File: src/rtl/snes_stream_gen.sv
// SNES-side stimulus source: NTSC raster timing, test patterns, refresh window and a
// 32 kHz square-wave tone, all frozen by the converter's frame-sync pause.
module snes_stream_gen #(
  parameter int unsigned DOT_DIV     = 4,
  parameter int unsigned H_TOTAL     = 341,
  parameter int unsigned H_ACT_START = 22,
  parameter int unsigned V_TOTAL     = 262,
  parameter int unsigned V_ACTIVE    = 224,
  parameter int unsigned REFRESH_DOT = 134,
  parameter int unsigned REFRESH_LEN = 40,
  parameter int unsigned AUDIO_DIV   = 671,
  parameter int unsigned TONE_HALF   = 32
) (
  input  logic        clk,
  input  logic        resetn,
  input  logic        pause,
  input  logic [1:0]  pattern_sel,
  output logic        dotclk,
  output logic        hblank,
  output logic        vblank,
  output logic [8:0]  xs,
  output logic [8:0]  ys,
  output logic [14:0] rgb5,
  output logic        snes_refresh,
  output logic [15:0] audio_l,
  output logic [15:0] audio_r,
  output logic        audio_ready,
  input  logic        audio_en
);

  localparam int unsigned MW = (DOT_DIV > 2) ? $clog2(DOT_DIV) : 1;
  localparam int unsigned HW = ($clog2(H_TOTAL) > 9) ? $clog2(H_TOTAL) : 9;
  localparam int unsigned VW = ($clog2(V_TOTAL) > 9) ? $clog2(V_TOTAL) : 9;
  localparam int unsigned RW = $clog2(REFRESH_LEN + 1);
  localparam int unsigned AW = (AUDIO_DIV > 2) ? $clog2(AUDIO_DIV) : 1;
  localparam int unsigned PW = (TONE_HALF > 1) ? $clog2(2 * TONE_HALF) : 1;

  localparam logic [MW-1:0] MLast     = MW'(DOT_DIV - 1);
  localparam logic [MW-1:0] MHalf     = MW'(DOT_DIV / 2);
  localparam logic [HW-1:0] HLast     = HW'(H_TOTAL - 1);
  localparam logic [HW-1:0] HActStart = HW'(H_ACT_START);
  localparam logic [HW-1:0] HActEnd   = HW'(H_ACT_START + 256);
  localparam logic [HW-1:0] HRefresh  = HW'(REFRESH_DOT);
  localparam logic [VW-1:0] VLast     = VW'(V_TOTAL - 1);
  localparam logic [VW-1:0] VActive   = VW'(V_ACTIVE);
  localparam logic [VW-1:0] VYMax     = VW'(255);
  localparam logic [RW-1:0] RLenM1    = RW'(REFRESH_LEN - 1);
  localparam logic [AW-1:0] ALast     = AW'(AUDIO_DIV - 1);
  localparam logic [PW-1:0] PLast     = PW'(2 * TONE_HALF - 1);
  localparam logic [PW-1:0] PHalf     = PW'(TONE_HALF);

  logic [MW-1:0] m_q, m_d;
  logic [HW-1:0] h_q, h_d;
  logic [VW-1:0] v_q, v_d;
  logic          field_q, field_d;
  logic [7:0]    frame_q, frame_d;
  logic [1:0]    pat_q, pat_d;
  logic [RW-1:0] ref_q, ref_d;
  logic [AW-1:0] adiv_q, adiv_d;
  logic [PW-1:0] phase_q, phase_d;

  logic          m_wrap, h_wrap, v_wrap, a_wrap, ref_start;
  logic          dotclk_c, hblank_c, vblank_c, ref_c;
  logic [7:0]    x_c, y_c;
  logic [14:0]   rgb_c;
  logic [15:0]   sample_c;

  // Raster, refresh and audio counters: next-state.
  always_comb begin
    m_wrap  = (m_q == MLast);
    h_wrap  = (h_q == HLast);
    v_wrap  = (v_q == VLast);
    m_d     = m_wrap ? '0 : m_q + MW'(1);
    h_d     = h_q;
    v_d     = v_q;
    field_d = field_q;
    frame_d = frame_q;
    if (m_wrap) h_d = h_wrap ? '0 : h_q + HW'(1);
    if (m_wrap && h_wrap) v_d = v_wrap ? '0 : v_q + VW'(1);
    if (m_wrap && h_wrap && v_wrap) begin
      field_d = ~field_q;
      frame_d = frame_q + 8'd1;
    end
    pat_d = (m_q == '0 && h_q == '0 && v_q == '0) ? pattern_sel : pat_q;

    // Window opens on the first clock of REFRESH_DOT and lasts REFRESH_LEN unpaused clocks.
    ref_start = (h_q == HRefresh) && (m_q == '0);
    ref_c     = ref_start || (ref_q != '0);
    ref_d     = ref_q;
    if (ref_start)          ref_d = RLenM1;
    else if (ref_q != '0)   ref_d = ref_q - RW'(1);

    a_wrap  = (adiv_q == ALast);
    adiv_d  = a_wrap ? '0 : adiv_q + AW'(1);
    phase_d = phase_q;
    if (a_wrap) phase_d = (phase_q == PLast) ? '0 : phase_q + PW'(1);
  end

  // Counter state; everything holds while the converter requests a pause.
  always_ff @(posedge clk) begin
    if (!resetn) begin
      m_q     <= '0;
      h_q     <= '0;
      v_q     <= '0;
      field_q <= 1'b0;
      frame_q <= '0;
      pat_q   <= '0;
      ref_q   <= '0;
      adiv_q  <= '0;
      phase_q <= '0;
    end else if (!pause) begin
      m_q     <= m_d;
      h_q     <= h_d;
      v_q     <= v_d;
      field_q <= field_d;
      frame_q <= frame_d;
      pat_q   <= pat_d;
      ref_q   <= ref_d;
      adiv_q  <= adiv_d;
      phase_q <= phase_d;
    end
  end

  // Video/audio values decoded from the current counter state.
  always_comb begin
    dotclk_c = (m_q >= MHalf);
    hblank_c = (h_q < HActStart) || (h_q >= HActEnd);
    vblank_c = (v_q >= VActive);
    x_c      = 8'(h_q - HActStart);
    y_c      = (v_q > VYMax) ? 8'hFF : v_q[7:0];
    case (pat_q)
      2'd0:    rgb_c = {{5{x_c[7]}}, {5{x_c[6]}}, {5{x_c[5]}}};
      2'd1:    rgb_c = {x_c[7:3] ^ y_c[7:3], y_c[7:3], x_c[7:3]};
      2'd2:    rgb_c = (x_c[3] ^ y_c[3]) ? 15'h7FFF : 15'h0000;
      default: rgb_c = (x_c == frame_q) ? 15'h7FFF : 15'h7C00;
    endcase
    if (hblank_c || vblank_c) begin
      rgb_c = '0;
      x_c   = '0;
    end
    // +8192 / -8192 in two's complement.
    sample_c = (phase_q < PHalf) ? 16'h2000 : 16'hE000;
  end

  // Registered outputs, one clock behind the counters; only the strobe is touched on pause.
  always_ff @(posedge clk) begin
    if (!resetn) begin
      dotclk       <= 1'b0;
      hblank       <= 1'b1;
      vblank       <= 1'b0;
      xs           <= '0;
      ys           <= '0;
      rgb5         <= '0;
      snes_refresh <= 1'b0;
      audio_l      <= '0;
      audio_r      <= '0;
      audio_ready  <= 1'b0;
    end else if (pause) begin
      audio_ready  <= 1'b0;
    end else begin
      dotclk       <= dotclk_c;
      hblank       <= hblank_c;
      vblank       <= vblank_c;
      xs           <= {x_c, dotclk_c};
      ys           <= {field_q, y_c};
      rgb5         <= rgb_c;
      snes_refresh <= ref_c;
      // The tone keeps running when the sink refuses a sample, so pitch is unaffected.
      audio_ready  <= a_wrap && audio_en;
      if (a_wrap) begin
        audio_l <= sample_c;
        audio_r <= sample_c;
      end
    end
  end

endmodule

File: config.mk
export PLATFORM = sky130hd
export DESIGN_NAME = snes_stream_gen
export DESIGN_NICKNAME = d
export VERILOG_FILES = /design/src/rtl/snes_stream_gen.sv
export SDC_FILE = /design/constraint.sdc
export NUM_CORES = 1
export LEC_CHECK = 0
export BUFFER_PORTS_ARGS = -buffer_cell sky130_fd_sc_hd__buf_2
export CORE_MARGIN = 5
export CORE_UTILIZATION = 40
export CTS_CLUSTER_DIAMETER = 80
export CTS_CLUSTER_SIZE = 16
export DETAILED_ROUTE_END_ITERATION = 6
export GPL_ROUTABILITY_DRIVEN = 1
export GPL_TIMING_DRIVEN = 0
export HOLD_SLACK_MARGIN = 0.03
export MAX_ROUTING_LAYER = met4
export SYNTH_ARGS = -nofsm -noshare
export SYNTH_HDL_FRONTEND = slang
export SYNTH_SLANG_ARGS = --single-unit
export TNS_END_PERCENT = 1
File: constraint.sdc
create_clock -name clk -period 2.1 [get_ports clk]
set_clock_uncertainty 0.05 [all_clocks]
set_input_delay 0.21 -clock clk [delete_from_list [all_inputs] [get_ports clk]]
set_output_delay 0.21 -clock clk [all_outputs]
set_load 0.05 [all_outputs]
==> out/metrics.json, run 1 <==
{
  "status": "complete, but fails checks",
  "violations": "setup timing",
  "req_time_crit_path_ns": 2.29,
  "cts-htree-levels": 3,
  "die_area_sq_um": 14100,
  "critical_path_class": "flop to flop",
  "vias_per_cell": 5.01,
  "switching_power_mw": 1.24,
  "post-route-worst-setup-slack_ns": -0.0654,
  "yosys_most_used_dff": "sky130_fd_sc_hd__dfxtp_1",
  "worst-slew-pin-transition_ns": 0.652,
  "number_of_synthesized_flops_with_an_enable_pin": 0,
  "initial_core_util_pct": 41.1,
  "power_frac_clock_pct": 40.3,
  "antenna_found_initial": 0,
  "first_iter_violations": 229,
  "number_of_flip_flops_and_latches_in_the_synthesized_netlist": 92,
  "cts_num_sinks": 92,
  "floorplan.die.height_um": 119,
  "dr_total_vias": 3970,
  "finalMaxSlewViolations": 0,
  "worst-path-max-fanout": 6,
  "detailed_place.area_sq_um": 5270,
  "detail_route.wirelength_mm": 12.3,
  "critical_path_capture_point_type": "flop",
  "final_area_sq_um": 6070,
  "design.core.area_sq_um": 11500,
  "static-leakage-power_nw": 2.54,
  "antenna_violating_nets_post_route": 0,
  "critPathTopFamily": "simple AND/OR/NAND/NOR gates",
  "crit_buf_inv": 1,
  "vdd.ir_drop.worst_mv": 0.392,
  "internal_power_mw": 3.15,
  "clock_root_buffer": "sky130_fd_sc_hd__clkbuf_16",
  "synth_cell_type_count": 56,
  "hold_class": "input port to flop",
  "post_synth_instance_area_sq_um": 4740,
  "critical_path.cell_chain": "inv_4, ha_4, or4b_4, or3_4, a31oi_4, nand3_1, o211a_1",
  "final.min_clock_period_ns": 2.17,
  "asyncSetResetFlopFracSynth_pct": 0,
  "ys_seq_area_share_pct": 38.9,
  "seqPwrFrac_pct": 43.0,
  "path_clk_slew_ns": 0.06,
  "grt_max_degree": 15,
  "layout.cells.most_common_list": "sky130_fd_sc_hd__dfxtp_1, sky130_fd_sc_hd__buf_4, sky130_fd_sc_hd__buf_2",
  "i_o_pin_total": 76,
  "dr.pass1.iters": 4,
  "remaining_drc_errors": 0,
  "maxSlewHeadroom_pct": 56.6,
  "synth.yosys.warnings": 0,
  "final-setup-viol-count": 8,
  "area_growth_syn_to_layout_pct": 28.2,
  "port_buffers": 48,
  "fmax_mhz": 462,
  "critical_path.startpoint_type": "flop",
  "power_frac_comb_pct": 16.8,
  "layout_commonest_cell": "sky130_fd_sc_hd__dfxtp_1",
  "die-width_um": 119,
  "min_period_over_period_pct": 103,
  "grt_pass1_vias": 3741,
  "tns_ns": -0.123,
  "groute.usage.overall_pct": 17.1,
  "hold_viol": 0,
  "worst_path_largest_cell_delay_ns": 0.45,
  "syn_avg_cell_area_sq_um": 8.71,
  "layout.core_utilization_pct": 52.7,
  "cellPowerDensity_nw_per_um2": 722,
  "gr-total-overflow": 0,
  "dp.final_hpwl_mm": 8.37,
  "tritoncts": "built",
  "worst_ep_arrival_time_ns": 2.36,
  "detail_route.wl_per_cell_um": 15.5,
  "rsz0062_at_grt": "true",
  "max_cap_viols": 0,
  "cts-buffers-inserted": 9,
  "drive_above_1_share_pct": 29.5,
  "fin_nets": 667,
  "core.rowCount": 39,
  "place_congestion": 0.862,
  "switching_share_pct": 28.3,
  "clock_tree.buffer_depth": 2,
  "synthesis.instances": 544,
  "worstSkewPairLatency_ns": 0.35,
  "antenna_cells": 0,
  "grt_pass1_wl_mm": 19.0,
  "cp_slowest_cell": "sky130_fd_sc_hd__or4b_4"
}
==> power by group through the flow <==
stage / Sequential [mW] / Clock [mW] / Combinational, mW
4_1_cts: 1.88 / 1.79 / 0.665
5_1_grt: 1.89 / 1.87 / 0.805
6_report: 1.88 / 1.77 / 0.735
3_3_place_gp: 1.92 / 0 / 0.639
3_5_place_dp: 1.92 / 0 / 0.657
2_1_floorplan: 1.95 / 0 / 0.504
==> routing by layer <==
| layer | GRT usage (%) | vias up | routed length [um] | part of all wire, % |
|---|---|---|---|---|
| met5 | - | - | 0 | 0 |
| met4 | 7.39 | 0 | 168 | 1.4 |
| met3 | 3.46 | 15 | 672 | 5.5 |
| met2 | 26.6 | 95 | 5790 | 47 |
| met1 | 21.7 | 1840 | 5660 | 46 |
| li1 | - | 2020 | - | - |
==> layout make-up <==
cell class,count,area [sq um]
fillers,1053,5440
flip-flops and latches,92,1870
clock inverters,5,75.1
plain buffers,53,350
inverters,17,66.3
well taps,143,179
clock buffers,11,243
repair buffers,67,398
multi-input cells,405,2900
==> synth_stat cells (8+ instances only) <==
library cell | count | area share (%)
sky130_fd_sc_hd__nor2_1 | 43 | 3.4
sky130_fd_sc_hd__xnor2_1 | 22 | 4.1
sky130_fd_sc_hd__nor2b_1 | 23 | 3.0
sky130_fd_sc_hd__xor2_1 | 21 | 3.9
sky130_fd_sc_hd__ha_1 | 16 | 4.2
sky130_fd_sc_hd__a21oi_1 | 17 | 1.8
sky130_fd_sc_hd__and2_1 | 16 | 2.1
sky130_fd_sc_hd__buf_4 | 31 | 4.9
sky130_fd_sc_hd__clkbuf_1 | 20 | 1.6
sky130_fd_sc_hd__inv_1 | 17 | 1.3
sky130_fd_sc_hd__dfxtp_1 | 92 | 39
sky130_fd_sc_hd__nand4_1 | 8 | 1.1
sky130_fd_sc_hd__a21boi_0 | 8 | 1.3
sky130_fd_sc_hd__nand2_1 | 49 | 3.9
sky130_fd_sc_hd__o21ai_0 | 22 | 2.3
sky130_fd_sc_hd__nand3_1 | 22 | 2.3
sky130_fd_sc_hd__a22oi_1 | 9 | 1.4
sky130_fd_sc_hd__o31ai_1 | 14 | 2.2
sky130_fd_sc_hd__nor3_1 | 14 | 1.5
==> cells by family after synthesis <==
kind of cell,count (synthesis),share of synthesized area [%]
muxes,9,1.95
DFF,92,38.9
other,1,0.0791
adders and majority gates,16,4.22
buffers and inverters,73,8.34
AOI/OAI and AO/OA,100,15.1
xor gates and xnor gates,43,7.95
and+or+nand+nor,210,23.5
==> repair_timing <==
item / 4_1_cts / 5_1_grt
setup endpoints to repair: 56 / 52
hold endpoints to repair: 1 / 0
cloned: 1 / 0
hold buffers: 1 / 0
pin swaps: 8 / 25
gates resized for setup: 27 / 62
setup buffers: 6 / 12
==> worst paths after layout <==
kind	startpoint	endpoint	cells past startpoint	slack, ns
setup reg to reg	m_q[0]	ref_q[1]	7	-0.07
hold reg to reg	rgb5[6]	rgb5[6]	2	0.40
hold / removal	pattern_sel[1]	pat_q[1]	3	0.08
setup / recovery	m_q[0]	ref_q[1]	7	-0.07
==> worst register-to-register path, delay by kind of cell, from the launching register on <==
| kind | cells | cell delay (ns) |
|---|---|---|
| AOI/OAI and AO/OA | 2 | 0.45 |
| adders and majority gates | 1 | 0.12 |
| buffers and inverters | 1 | 0.06 |
| DFF | 1 | 0.35 |
| and+or+nand+nor | 3 | 1.02 |
==> per-stage QoR <==
step           setup slack, ns  hold slack [ns]  power [mW]  instances
2_1_floorplan          -0.0214            0.301        2.46        569
3_3_place_gp            -0.394            0.384        2.56        760
3_5_place_dp            -0.402            0.391        2.58        760
4_1_cts                 -0.146           0.0828        4.34        783
5_1_grt                 -0.122           0.0894        4.57        793
6_report               -0.0654           0.0835        4.39        793
==> sequential cells by signal, summed over array words and instances, names as in the netlist <==
name	cells
ys	9
ref_q	6
pat_q	2
rgb5	15
v_q	9
audio_ready	1
audio_r	2
field_q	1
xs	9
h_q	9
m_q	2
frame_q	8
adiv_q	10
vblank	1
hblank	1
phase_q	6
snes_refresh	1
No activity file was read; power rests on OpenSTA's default activity.
==> inputs of run 2 (changes only) <==
- CORE_MARGIN: 5 -> 10
==> out/metrics.json, run 2 (synthesis gave the netlist of run 1 again) <==
{
  "layout_commonest_cell": "sky130_fd_sc_hd__dfxtp_1",
  "dr_total_vias": 3976,
  "final-setup-viol-count": 12,
  "worst_ep_arrival_time_ns": 2.40,
  "fin_nets": 664,
  "maxSlewHeadroom_pct": 57.9,
  "dp.final_hpwl_mm": 8.84,
  "static-leakage-power_nw": 2.46,
  "place_congestion": 0.888,
  "r2r_setup_slack_ns": -0.09,
  "hold_class": "input port to flop",
  "gr-total-overflow": 0,
  "grt_pass1_wl_mm": 18.9,
  "fmax_mhz": 456,
  "i_o_pin_total": 76,
  "max_cap_viols": 0,
  "registers.top_by_ff_count": "rgb5",
  "timing.rr.start": "h_q[1]",
  "cts_num_sinks": 92,
  "port_buffers": 48,
  "post-route-worst-setup-slack_ns": -0.0942,
  "layout.cells.most_common_list": "sky130_fd_sc_hd__dfxtp_1, sky130_fd_sc_hd__buf_2, sky130_fd_sc_hd__nand2_1",
  "vdd.ir_drop.worst_mv": 0.351,
  "critical_path_class": "flop to flop",
  "first_iter_violations": 243,
  "die-width_um": 129,
  "groute.usage.overall_pct": 14.7,
  "remaining_drc_errors": 0,
  "antenna_found_initial": 0,
  "clock_tree.buffer_depth": 2,
  "hold_path_end": "audio_ready",
  "antenna_violating_nets_post_route": 0,
  "worstSkewPairLatency_ns": 0.34,
  "cellPowerDensity_nw_per_um2": 670,
  "timing.hold.worst.start": "audio_en",
  "worstRegToRegCells": 8,
  "detailedPlace.worstSlack_ns": -0.421,
  "status": "complete, but fails checks",
  "critical_path_capture_point_type": "flop",
  "detailed_place.area_sq_um": 5270,
  "violations": "setup timing",
  "worst-path-max-fanout": 7,
  "clock_root_buffer": "sky130_fd_sc_hd__clkbuf_16",
  "drive_above_1_share_pct": 27.6,
  "worst-slew-pin-transition_ns": 0.631,
  "floorplan.die.height_um": 129,
  "cts-htree-levels": 3,
  "rsz0062_at_grt": "true",
  "req_time_crit_path_ns": 2.30,
  "dr.pass1.iters": 4,
  "detail_route.wirelength_mm": 12.3,
  "tns_ns": -0.577,
  "timing.hold.worst_path_depth": 2,
  "grt_pass1_vias": 3678,
  "tritoncts": "built",
  "critical_path.startpoint_type": "flop",
  "cts-buffers-inserted": 9,
  "die_area_sq_um": 16600,
  "vias_per_cell": 5.06,
  "design.core.area_sq_um": 11500,
  "initial_core_util_pct": 41.1,
  "n_fill_cell": 1120,
  "antenna_cells": 0,
  "worstReg2RegEnd": "rgb5[0]",
  "final.min_clock_period_ns": 2.19,
  "layout.core_utilization_pct": 51.2,
  "area_growth_syn_to_layout_pct": 24.5,
  "finalMaxSlewViolations": 0,
  "core.rowCount": 39,
  "path_clk_slew_ns": 0.06,
  "min_period_over_period_pct": 104,
  "cts-hold-fix-buffers": 0,
  "final_area_sq_um": 5900,
  "grt_max_degree": 13,
  "p_total_mw": 3.95,
  "max_reg_flops": 15,
  "hold_viol": 0,
  "largestRegisters": "rgb5 x15, adiv_q x10",
  "detail_route.wl_per_cell_um": 15.7
}
==> run 2: cell count changes in the layout (fill, tap and decap cells not counted), moves of 2 or more <==
cell | previous run | this run
sky130_fd_sc_hd__buf_4 | 50 | 46
sky130_fd_sc_hd__dfxtp_2 | 3 | 6
sky130_fd_sc_hd__o31ai_1 | 6 | 9
sky130_fd_sc_hd__o31ai_2 | 8 | 5
sky130_fd_sc_hd__bufinv_16 | 2 | 0
sky130_fd_sc_hd__clkinv_2 | 3 | 1
sky130_fd_sc_hd__dfxtp_1 | 83 | 81
sky130_fd_sc_hd__o21ai_0 | 19 | 21
sky130_fd_sc_hd__o21ai_1 | 3 | 1
==> run 2: report_power, final <==
| group | internal, mW | switching (mW) | total [mW] |
|---|---|---|---|
| registers | 1.81 | 0.0685 | 1.88 |
| clock network | 0.767 | 0.627 | 1.39 |
| logic | 0.231 | 0.445 | 0.676 |
| total | 2.81 | 1.14 | 3.95 |
==> run 2: critical path: stages, from the launching register on <==
cell and delay (ns):
sky130_fd_sc_hd__dfxtp_4 0.38, sky130_fd_sc_hd__ha_4 0.19, sky130_fd_sc_hd__o21a_4 0.24, sky130_fd_sc_hd__a2111oi_4 0.29, sky130_fd_sc_hd__o211ai_1 0.15, sky130_fd_sc_hd__nor3_2 0.19, sky130_fd_sc_hd__buf_4 0.17, sky130_fd_sc_hd__a31oi_4 0.14
sky130_fd_sc_hd__o31ai_1 0.29
==> run 2: worst max path at each step <==
stage | cells past startpoint | start | end
6_report | 8 | h_q[1] | rgb5[0]
5_1_grt | 8 | h_q[1] | rgb5[0]
4_1_cts | 11 | v_q[3] | rgb5[9]
3_5_place_dp | 10 | v_q[0] | rgb5[9]
3_3_place_gp | 7 | h_q[1] | rgb5[0]
2_1_floorplan | 11 | v_q[3] | rgb5[5]
==> run 2: cell type report <==
cell class | count | area, sq um | area share [%]
Clock inverter | 1 | 5.00 | 0.0848
Multi-Input combinational cell | 406 | 2860 | 48.4
Timing Repair Buffer | 61 | 338 | 5.73
Sequential cell | 92 | 1870 | 31.7
Clock buffer | 10 | 229 | 3.88
Tap cell | 143 | 179 | 3.03
Buffer | 55 | 363 | 6.15
Inverter | 17 | 63.8 | 1.08
==> run 2: stage by stage <==
stage / std cells / hold slack (ns)
global route: 785 / 0.0650
floorplan: 569 / 0.301
CTS: 773 / 0.0444
global placement: 760 / 0.384
finish: 785 / 0.0474
detailed placement: 760 / 0.390
==> run 2: what timing repair did <==
| item | 4_1_cts | 5_1_grt |
|---|---|---|
| buffers inserted | 2 | 11 |
| resized for setup | 27 | 54 |
| pin swaps | 9 | 21 |
| setup endpoints to repair | 61 | 60 |
| gates cloned | 0 | 2 |
==> run 2: routing by layer <==
layer  wire (um)  share of wire [%]  track usage (%)
met1        5520                 45             17.7
met2        5830                 47             23.1
met3         763                6.2             3.41
met4         210                1.7             6.09
met5           0                  0                -
